## src/rtl/seg_msg_scheduler.sv

```systemverilog
// rtl/seg_msg_scheduler.sv - shares the two-digit 7-segment message path between speed, error and freq requesters
//
// Requests are latched as pending flags every cycle. In IDLE they are served
// by fixed priority (error > speed > freq). An idle timeout blanks the display
// to EMPTY. Speed is converted to two BCD digits by repeated subtraction of 10.
// Each message is put on o_msg one cycle before a NOTI_W-wide o_noti strobe.
// It is then held for HOLD_CYCLES before the next request may be served.
//
// Ports:
//   clk            system clock
//   rst_n          asynchronous active-low reset
//   i_speed_valid  one-cycle pulse, i_speed_val valid
//   i_speed_val    unsigned binary speed 0..255
//   i_err_req      one-cycle pulse requesting ERROR
//   i_freq_req     one-cycle pulse requesting FREQ
//   o_msg          decoder message: [7:4] left code, [3:0] right code
//   o_noti         decoder latch strobe
//   o_busy         high in every state except IDLE

module seg_msg_scheduler #(
    parameter int HOLD_CYCLES  = 50000,
    parameter int NOTI_W       = 2,
    parameter int LOW_TH       = 5,
    parameter int IDLE_TIMEOUT = 2000000
) (
    input  logic       clk,
    input  logic       rst_n,
    input  logic       i_speed_valid,
    input  logic [7:0] i_speed_val,
    input  logic       i_err_req,
    input  logic       i_freq_req,
    output logic [7:0] o_msg,
    output logic       o_noti,
    output logic       o_busy
);

    localparam int CNT_MAX = (HOLD_CYCLES > NOTI_W) ? HOLD_CYCLES : NOTI_W;
    localparam int CNT_W   = $clog2(CNT_MAX + 1);
    localparam int IDLE_W  = $clog2(IDLE_TIMEOUT + 1);

    localparam logic [CNT_W-1:0]  NOTI_LAST = CNT_W'(NOTI_W - 1);
    localparam logic [CNT_W-1:0]  HOLD_LAST = CNT_W'(HOLD_CYCLES - 1);
    localparam logic [IDLE_W-1:0] IDLE_LAST = IDLE_W'(IDLE_TIMEOUT - 1);
    localparam logic [7:0]        LOW_TH8   = 8'(LOW_TH);

    localparam logic [7:0] MSG_EMPTY = 8'hAA;
    localparam logic [7:0] MSG_HIGH  = 8'hBB;
    localparam logic [7:0] MSG_LOW   = 8'hCC;
    localparam logic [7:0] MSG_FREQ  = 8'hDD;
    localparam logic [7:0] MSG_ERROR = 8'hEE;

    typedef enum logic [2:0] {
        S_IDLE,
        S_CONVERT,
        S_LOAD,
        S_STROBE,
        S_HOLD
    } state_t;

    state_t            r_state;
    state_t            w_state_nxt;

    logic              r_err_pend;
    logic              r_freq_pend;
    logic              r_spd_pend;
    logic [7:0]        r_spd_reg;
    logic [7:0]        r_rem;
    logic [3:0]        r_tens;
    logic              r_first;
    logic [7:0]        r_msg;
    logic [CNT_W-1:0]  r_cnt;
    logic [IDLE_W-1:0] r_idle_cnt;

    logic              w_err_acc;
    logic              w_spd_acc;
    logic              w_freq_acc;
    logic              w_load;
    logic [7:0]        w_sel;
    logic              w_sub;
    logic              w_idle_inc;

    // Next-state and datapath controls. o_msg is written on the edge that
    // enters LOAD, so it is stable for the whole LOAD cycle before o_noti.
    always_comb begin
        w_state_nxt = r_state;
        w_err_acc   = 1'b0;
        w_spd_acc   = 1'b0;
        w_freq_acc  = 1'b0;
        w_load      = 1'b0;
        w_sel       = r_msg;
        w_sub       = 1'b0;
        w_idle_inc  = 1'b0;

        case (r_state)
            S_IDLE: begin
                if (r_err_pend) begin
                    w_err_acc   = 1'b1;
                    w_sel       = MSG_ERROR;
                    w_load      = 1'b1;
                    w_state_nxt = S_LOAD;
                end else if (r_spd_pend) begin
                    w_spd_acc   = 1'b1;
                    w_state_nxt = S_CONVERT;
                end else if (r_freq_pend) begin
                    w_freq_acc  = 1'b1;
                    w_sel       = MSG_FREQ;
                    w_load      = 1'b1;
                    w_state_nxt = S_LOAD;
                end else if (r_msg != MSG_EMPTY) begin
                    // Once EMPTY is shown the timer parks, so EMPTY is never re-sent.
                    if (r_idle_cnt == IDLE_LAST) begin
                        w_sel       = MSG_EMPTY;
                        w_load      = 1'b1;
                        w_state_nxt = S_LOAD;
                    end else begin
                        w_idle_inc = 1'b1;
                    end
                end
            end
            S_CONVERT: begin
                if (r_first) begin
                    // Classification cycle; in-range values fall through to the loop.
                    if (r_rem > 8'd99) begin
                        w_sel       = MSG_HIGH;
                        w_load      = 1'b1;
                        w_state_nxt = S_LOAD;
                    end else if (r_rem < LOW_TH8) begin
                        w_sel       = MSG_LOW;
                        w_load      = 1'b1;
                        w_state_nxt = S_LOAD;
                    end
                end else if (r_rem >= 8'd10) begin
                    w_sub = 1'b1;
                end else begin
                    w_sel       = {r_tens, r_rem[3:0]};
                    w_load      = 1'b1;
                    w_state_nxt = S_LOAD;
                end
            end
            S_LOAD: begin
                w_state_nxt = S_STROBE;
            end
            S_STROBE: begin
                if (r_cnt == NOTI_LAST) begin
                    w_state_nxt = S_HOLD;
                end
            end
            S_HOLD: begin
                if (r_cnt == HOLD_LAST) begin
                    w_state_nxt = S_IDLE;
                end
            end
            default: begin
                w_state_nxt = S_IDLE;
            end
        endcase
    end

    always_ff @(posedge clk or negedge rst_n) begin
        if (!rst_n) begin
            r_state <= S_IDLE;
        end else begin
            r_state <= w_state_nxt;
        end
    end

    // Pending flags: a new pulse wins over a same-cycle accept.
    always_ff @(posedge clk or negedge rst_n) begin
        if (!rst_n) begin
            r_err_pend  <= 1'b0;
            r_freq_pend <= 1'b0;
            r_spd_pend  <= 1'b0;
            r_spd_reg   <= 8'h00;
        end else begin
            if (i_err_req) begin
                r_err_pend <= 1'b1;
            end else if (w_err_acc) begin
                r_err_pend <= 1'b0;
            end
            if (i_freq_req) begin
                r_freq_pend <= 1'b1;
            end else if (w_freq_acc) begin
                r_freq_pend <= 1'b0;
            end
            if (i_speed_valid) begin
                r_spd_pend <= 1'b1;
                r_spd_reg  <= i_speed_val;
            end else if (w_spd_acc) begin
                r_spd_pend <= 1'b0;
            end
        end
    end

    // BCD conversion datapath. r_first marks the classification cycle,
    // which always directly follows the accept in IDLE.
    always_ff @(posedge clk or negedge rst_n) begin
        if (!rst_n) begin
            r_rem   <= 8'h00;
            r_tens  <= 4'h0;
            r_first <= 1'b0;
        end else begin
            r_first <= w_spd_acc;
            if (w_spd_acc) begin
                r_rem  <= r_spd_reg;
                r_tens <= 4'h0;
            end else if (w_sub) begin
                r_rem  <= r_rem - 8'd10;
                r_tens <= r_tens + 4'd1;
            end
        end
    end

    always_ff @(posedge clk or negedge rst_n) begin
        if (!rst_n) begin
            r_msg <= 8'h00;
        end else if (w_load) begin
            r_msg <= w_sel;
        end
    end

    // Shared STROBE/HOLD duration counter, restarted on every state change.
    always_ff @(posedge clk or negedge rst_n) begin
        if (!rst_n) begin
            r_cnt <= '0;
        end else if (w_state_nxt != r_state) begin
            r_cnt <= '0;
        end else if (r_state == S_STROBE || r_state == S_HOLD) begin
            r_cnt <= r_cnt + 1'b1;
        end
    end

    always_ff @(posedge clk or negedge rst_n) begin
        if (!rst_n) begin
            r_idle_cnt <= '0;
        end else if (r_state == S_IDLE && w_state_nxt != S_IDLE) begin
            r_idle_cnt <= '0;
        end else if (w_idle_inc) begin
            r_idle_cnt <= r_idle_cnt + 1'b1;
        end
    end

    assign o_msg  = r_msg;
    assign o_noti = (r_state == S_STROBE);
    assign o_busy = (r_state != S_IDLE);

endmodule
```

## config.mk

```make
export PLATFORM = sky130hd
export DESIGN_NAME = seg_msg_scheduler
export DESIGN_NICKNAME = d
export VERILOG_FILES = /design/src/rtl/seg_msg_scheduler.sv
export SDC_FILE = /design/constraint.sdc
export NUM_CORES = 1
export LEC_CHECK = 0
export ABC_CLOCK_PERIOD_IN_PS = 3200
export CAP_MARGIN = 20
export CORE_ASPECT_RATIO = 2
export CORE_MARGIN = 5
export CORE_UTILIZATION = 40
export DETAILED_ROUTE_END_ITERATION = 6
export GPL_TIMING_DRIVEN = 0
export HOLD_SLACK_MARGIN = 0.1
export PLACE_DENSITY_LB_ADDON = 0.12
export SYNTH_ARGS = -nofsm -noshare
export SYNTH_HDL_FRONTEND = slang
export SYNTH_SLANG_ARGS = --single-unit
```

## constraint.sdc

```tcl
create_clock -name clk -period 3.2 [get_ports clk]
set_clock_uncertainty 0.2 [all_clocks]
set_input_delay 0.48 -clock clk [delete_from_list [all_inputs] [get_ports clk]]
set_output_delay 0.48 -clock clk [all_outputs]
set_load 0.01 [all_outputs]
```

# Yosys cells after proc, flatten, opt, wreduce, memory -nomap -nowiden
# Index checks and enable logic that the tools add are counted.
[totals]
mem_count = 0
latch_bits = 0
word_cells = 109
mem_bits_ro = 0
ramBits = 0
register_bits = 72
inputBits = 13
[classes]
n_eq_ne = 14
n_bitwise = 0
add_sub_neg = 4
div_mod_pow = 0
muxes = 64
magnitude_cmp = 3
shifts = 0
reduce_logical = 13
multipliers = 0
[op_table]
columns = ["op", "n"]
rows = [
  ["$mux W8", 11],
  ["$mux W21", 2],
  ["$mux W1", 33],
  ["$mux W3", 11],
  ["$mux W16", 2],
  ["$add A21 B1 Y21 const B", 1],
  ["$eq A21 B21 Y1 const B", 1],
  ["$add A16 B1 Y16 const B", 1],
  ["$eq A16 B1 Y1 const B", 1],
  ["$eq A16 B16 Y1 const B", 1],
  ["$pmux W8 S2", 1],
  ["$pmux W3 S5", 1],
  ["$reduce_bool A2 Y1", 7],
  ["$ne A4 B4 Y1 const B", 3],
  ["$ge A8 B4 Y1 const B", 1],
  ["$gt A8 B7 Y1 const B", 1],
  ["$lt A8 B3 Y1 const B", 1],
  ["$mux W4", 2],
  ["$ne A8 B8 Y1 const B", 1],
  ["$sub A8 B4 Y8 const B", 1],
  ["$reduce_and A7 Y1", 1],
  ["$eq A3 B2 Y1 const B", 2],
  ["$ne A3 B3 Y1 const B", 2],
  ["$reduce_bool A3 Y1", 2],
  ["other kinds (8)", 8],
]

# Longest topological paths before layout
[depth]
word_depth = 10
mapped_depth = 9

# Least setup slack after synthesis
# OpenSTA, ideal clock, no wires.
[synth_path]
path_kind = "register to register"
startpoint = "register r_rem[4]"
endpoint = "register r_msg[0], in the netlist o_msg[0]"
setup_ns = 0.125
setup_slack_ns = 0.917
period_less_slack_ns = 2.283
path_stages_with_launch = 8
required_ns = 2.875
t_arrival_ns = 1.959
cell_sequence = "dfrtp_1 > buf_6 > o311a_1 > or3_1 > a31oi_2 > o21a_1 > buf_4 > mux2_2"
[synth_between]
elab_chain_cells = 6
[synth_rtl]
columns = ["item", "line_no", "source"]
rows = [
  ["from (decl)", "67", "logic [7:0] r_rem;"],
  ["from (signal assigned)", "204", "r_rem <= r_spd_reg;"],
  ["from (signal assigned)", "207", "r_rem <= r_rem - 8'd10;"],
  ["$lt A8 B3 Y1", "127", "end else if (r_rem < LOW_TH8) begin"],
  ["$mux W1", "127", ""],
  ["$mux W1", "123", "if (r_rem > 8'd99) begin"],
  ["$mux W1", "121", "if (r_first) begin"],
  ["$pmux W1 S2", "94", "case (r_state)"],
  ["$reduce_and A7 Y1 (no source line)", "-", ""],
  ["to (signal assigned)", "217", "r_msg <= w_sel;"],
  ["to (decl)", "70", "logic [7:0] r_msg;"],
]
# Several ways; a longest one is shown, not always the timed one.
# A chain may end at the register's enable or synchronous reset.

# Worst setup path in the final report
[layout_path]
startpoint = "register r_cnt[11]"
endpoint = "register r_cnt[10]"
[layout_between]
elab_chain_cells = 5
[layout_rtl]
columns = ["item", "line_no", "source"]
rows = [
  ["from (decl)", "71", "logic [CNT_W-1:0] r_cnt;"],
  ["from (signal assigned)", "228", "r_cnt <= r_cnt + 1'b1;"],
  ["$eq A16 B16 Y1 / $eq A16 B1 Y1 (equally long branches)", "149, 144", ""],
  ["$mux W3, on equally long branches", "149, 144", ""],
  ["$pmux W3 S5 (*)", "94", ""],
  ["$ne A3 B3 Y1 (*)", "225", "end else if (w_state_nxt != r_state) begin"],
  ["$mux W16 / $reduce_bool A2 Y1 (equally long branches)", "-", ""],
]
# Every way passes the cells marked *; elsewhere a longest branch is shown, timed or not.

==> results by group <==
Floorplanning
  – Die Height: 147 um
  – Core area: 0.00926 sq mm
  – Die X-Extent: 78.4 um
  – FP Rows: 50
  – Initial Utilization: 0.405
  – Die area: 0.0115 sq mm
  – I/O pin total: 23

Global route
  – Initial antenna violation count: 0
  – Gr usage total: 0.159
  – Vias in the first global route: 2,946
  – Maximum number of pins on one net before global-route repair: 48
  – Global-route wire length before repair: 14,200 um
  – Remaining global-route overflow: 0

Timing
  – Hold Vio Cnt, Final: 0
  – Unrepaired setup endpoints after global routing: no
  – Final setup violation count: 0
  – Worst slew pin tran: 0.619 ns
  – Min Tclk post-route: 2.60 ns
  – Setup slack after layout: 0.603 ns
  – Fmax: 385 MHz
  – Relative slew slack: 0.584
  – Tcrit/Tclk final: 0.811
  – Slew Limit Fails: 0

Synthesis
  – Cells after Synth: 378
  – Area contributors post-synth: dfrtp_1, nor2_1, xor2_1
  – Most frequent cell after synthesis: dfrtp_1
  – Number of synthesized flops with an enable pin: 0
  – Syn Nets: 396
  – Ys flop type: dfrtp_1
  – Commonest cells in the netlist: dfrtp_1, nor2_1, nand2_1
  – Sequential share of the synthesized area: 0.481
  – Top-area cell type share of the netlist area: 0.481
  – Async SR Flop Fraction: 1.00
  – Synth unique cells: 61
  – Mapped cell area: 0.00375 sq mm
  – Cell taking the most area after synthesis: dfrtp_1
  – Syn Area/Cell: 9.91 sq um
  – FF+latch count, synth: 72
  – Yosys warning count: 0

Power and ir drop
  – Leakage Power: 1.88 nW
  – Pwr Density: 772 mW/mm^2
  – Peak VDD IR: 0.000516 V

Cells and area
  – Multi-input logic area: 0.00182 sq mm
  – Register area: 0.00180 sq mm
  – Fraction of layout cells with a size suffix above 1: 0.129
  – Layout Nets: 430
  – Largest Register: r_idle_cnt
  – Final Instance Count excl. Fillers: 521
  – Fillers: 901
  – Biggest regs: r_idle_cnt: 21 flops, r_cnt: 16 flops
  – Max reg flops: 21
  – Area Growth Syn to Fin: 18.5%
  – ANT cells: 0

Setup path
  – CP Data Arrival Time: 2.62 ns
  – Crit. End Element: flop
  – Crit path max fanout: 10
  – Startpoint types: flop
  – Critical path class: flop to flop
  – Req. time, crit path: 3.22 ns

Place
  – DPL Wire Length: 6240 um
  – Inst Count DP: 504
  – # port buffers: 21
  – Place WS: 0.617 ns
  – GP Congestion: 0.809

Clock tree
  – CTS resizes: 0
  – CTS H-Tree Depth: 3
  – Reg clk slew, reported paths: 0.06 ns
  – TritonCTS Buffers: 9
  – CTS tree: done
  – Root Buffer: clkbuf_16
  – Clk buf depth: 2
  – Worst-Skew Late Latency: 0.34 ns
  – CTS Sinks: 72

Routing
  – DRT antenna net count: 0
  – Via count: 2,824
  – Initial DRC Count: 117
  – # DRC: 0
  – Wire per inst: 15.9 um
  – DRT Pass-1 Iters: 4
  – Total wire length: 8260 um
  – Vias per cell: 5.42

Outcome
  – Run status: finished clean

Worst hold path
  – Worst hold path class: flop to flop

Job
  – Total of max-cap violations: 0
cells in the final DEF, fill, tap and decap left out, types with 2 or more instances in the layout:
| cell type | n |
|---|---|
| nor4bb_1 | 2 |
| and4_1 | 2 |
| nand3_1 | 12 |
| nor3b_1 | 3 |
| a21oi_1 | 9 |
| nand4_1 | 15 |
| nand2_1 | 28 |
| nor3_1 | 11 |
| clkbuf_16 | 9 |
| a221oi_1 | 2 |
| o221a_2 | 2 |
| clkbuf_1 | 5 |
| xor2_1 | 22 |
| ha_1 | 5 |
| clkdlybuf4s50_1 | 20 |
| and3_1 | 5 |
| a31oi_1 | 3 |
| o311a_1 | 2 |
| nor4_1 | 2 |
| nor2b_1 | 2 |
| o21ai_0 | 10 |
| a21o_1 | 3 |
| and2_1 | 3 |
| inv_1 | 13 |
| nand2b_1 | 4 |
| clkbuf_8 | 4 |
| xnor2_1 | 16 |
| buf_4 | 4 |
| buf_2 | 3 |
| or3_1 | 4 |
| dfrtp_1 | 72 |
| buf_6 | 2 |
| mux2_2 | 16 |
| nor2_1 | 68 |
power by group:
| group | internal [W] | total (W) | switching [W] |
|---|---|---|---|
| sequential | 0.00106 | 0.00122 | 0.000161 |
| clock | 0.000687 | 0.00106 | 0.000370 |
| combinational | 0.000516 | 0.00115 | 0.000630 |
what timing repair did:
item	in CTS	in global routing
hold endpoints to repair	25	0
hold buffers	1	0
endpoints found under the setup margin	0	0
buffers inserted	0	0
cells by family (layout without fill, tap and decap cells):
| kind of cell | after synthesis | after routing | share of synthesized area |
|---|---|---|---|
| mux | 17 | 17 | 0.0508 |
| simple gates | 177 | 177 | 0.243 |
| fa+ha+maj | 5 | 5 | 0.0167 |
| compound gates | 43 | 43 | 0.0851 |
| flops | 72 | 72 | 0.481 |
| buf+inv | 26 | 65 | 0.0344 |
| xor+xnor | 38 | 38 | 0.0888 |
cell type report:
type                            count  share of cell area
Clock buffer                       14              0.0639
Multi-Input combinational cell    280               0.409
Timing Repair Buffer               23              0.0552
Buffer                             13              0.0180
Sequential cell                    72               0.406
Clock inverter                      2             0.00789
Inverter                           13              0.0110
Tap cell                          104              0.0293
critical path, stage by stage, from the launching register on:
cell and delay, ns:
dfrtp_1 0.41, or4_1 0.54, nor4_2 0.36, nand3_1 0.23
and2_4 0.23, o22ai_4 0.28, buf_6 0.19, nor2_1 0.05
metal layers:
metal	global-route usage	vias to the layer above	part of all wire
met5	0	-	0
met1	0.162	1382	0.37
met4	0.0832	0	0.028
met2	0.295	46	0.57
met3	0.0325	19	0.027
li1	-	1377	-
final timing paths:
check	slack (ns)	endpoint	startpoint	depth (start not counted)
max in group asynchronous	1.84	r_idle_cnt[18]$_DFFE_PN0P_	rst_n	3
min reg2reg	0.27	r_rem[0]$_DFFE_PN0P_	r_spd_reg[0]$_DFFE_PN0P_	2
min	0.27	r_rem[0]$_DFFE_PN0P_	r_spd_reg[0]$_DFFE_PN0P_	2
min in group asynchronous	0.40	r_cnt[12]$_DFFE_PN0P_	rst_n	2
max	0.60	r_cnt[10]$_DFFE_PN0P_	r_cnt[11]$_DFFE_PN0P_	7
max reg2reg	0.60	r_cnt[10]$_DFFE_PN0P_	r_cnt[11]$_DFFE_PN0P_	7
per-stage QoR:
stage                     total power (W)  hold slack (ns)   util  TNS, ns  instance area (sq um)
after detailed placement          0.00241            0.222  0.444        0                   4110
final                             0.00343            0.270  0.480        0                   4440
after global placement            0.00239            0.250  0.441   -83.91                   4090
after global routing              0.00365            0.309  0.480        0                   4440
after CTS                         0.00348            0.271  0.480        0                   4440
after floorplan                   0.00201          -0.0156      -        0                   3750
Power figures use the tool's default switching activity.
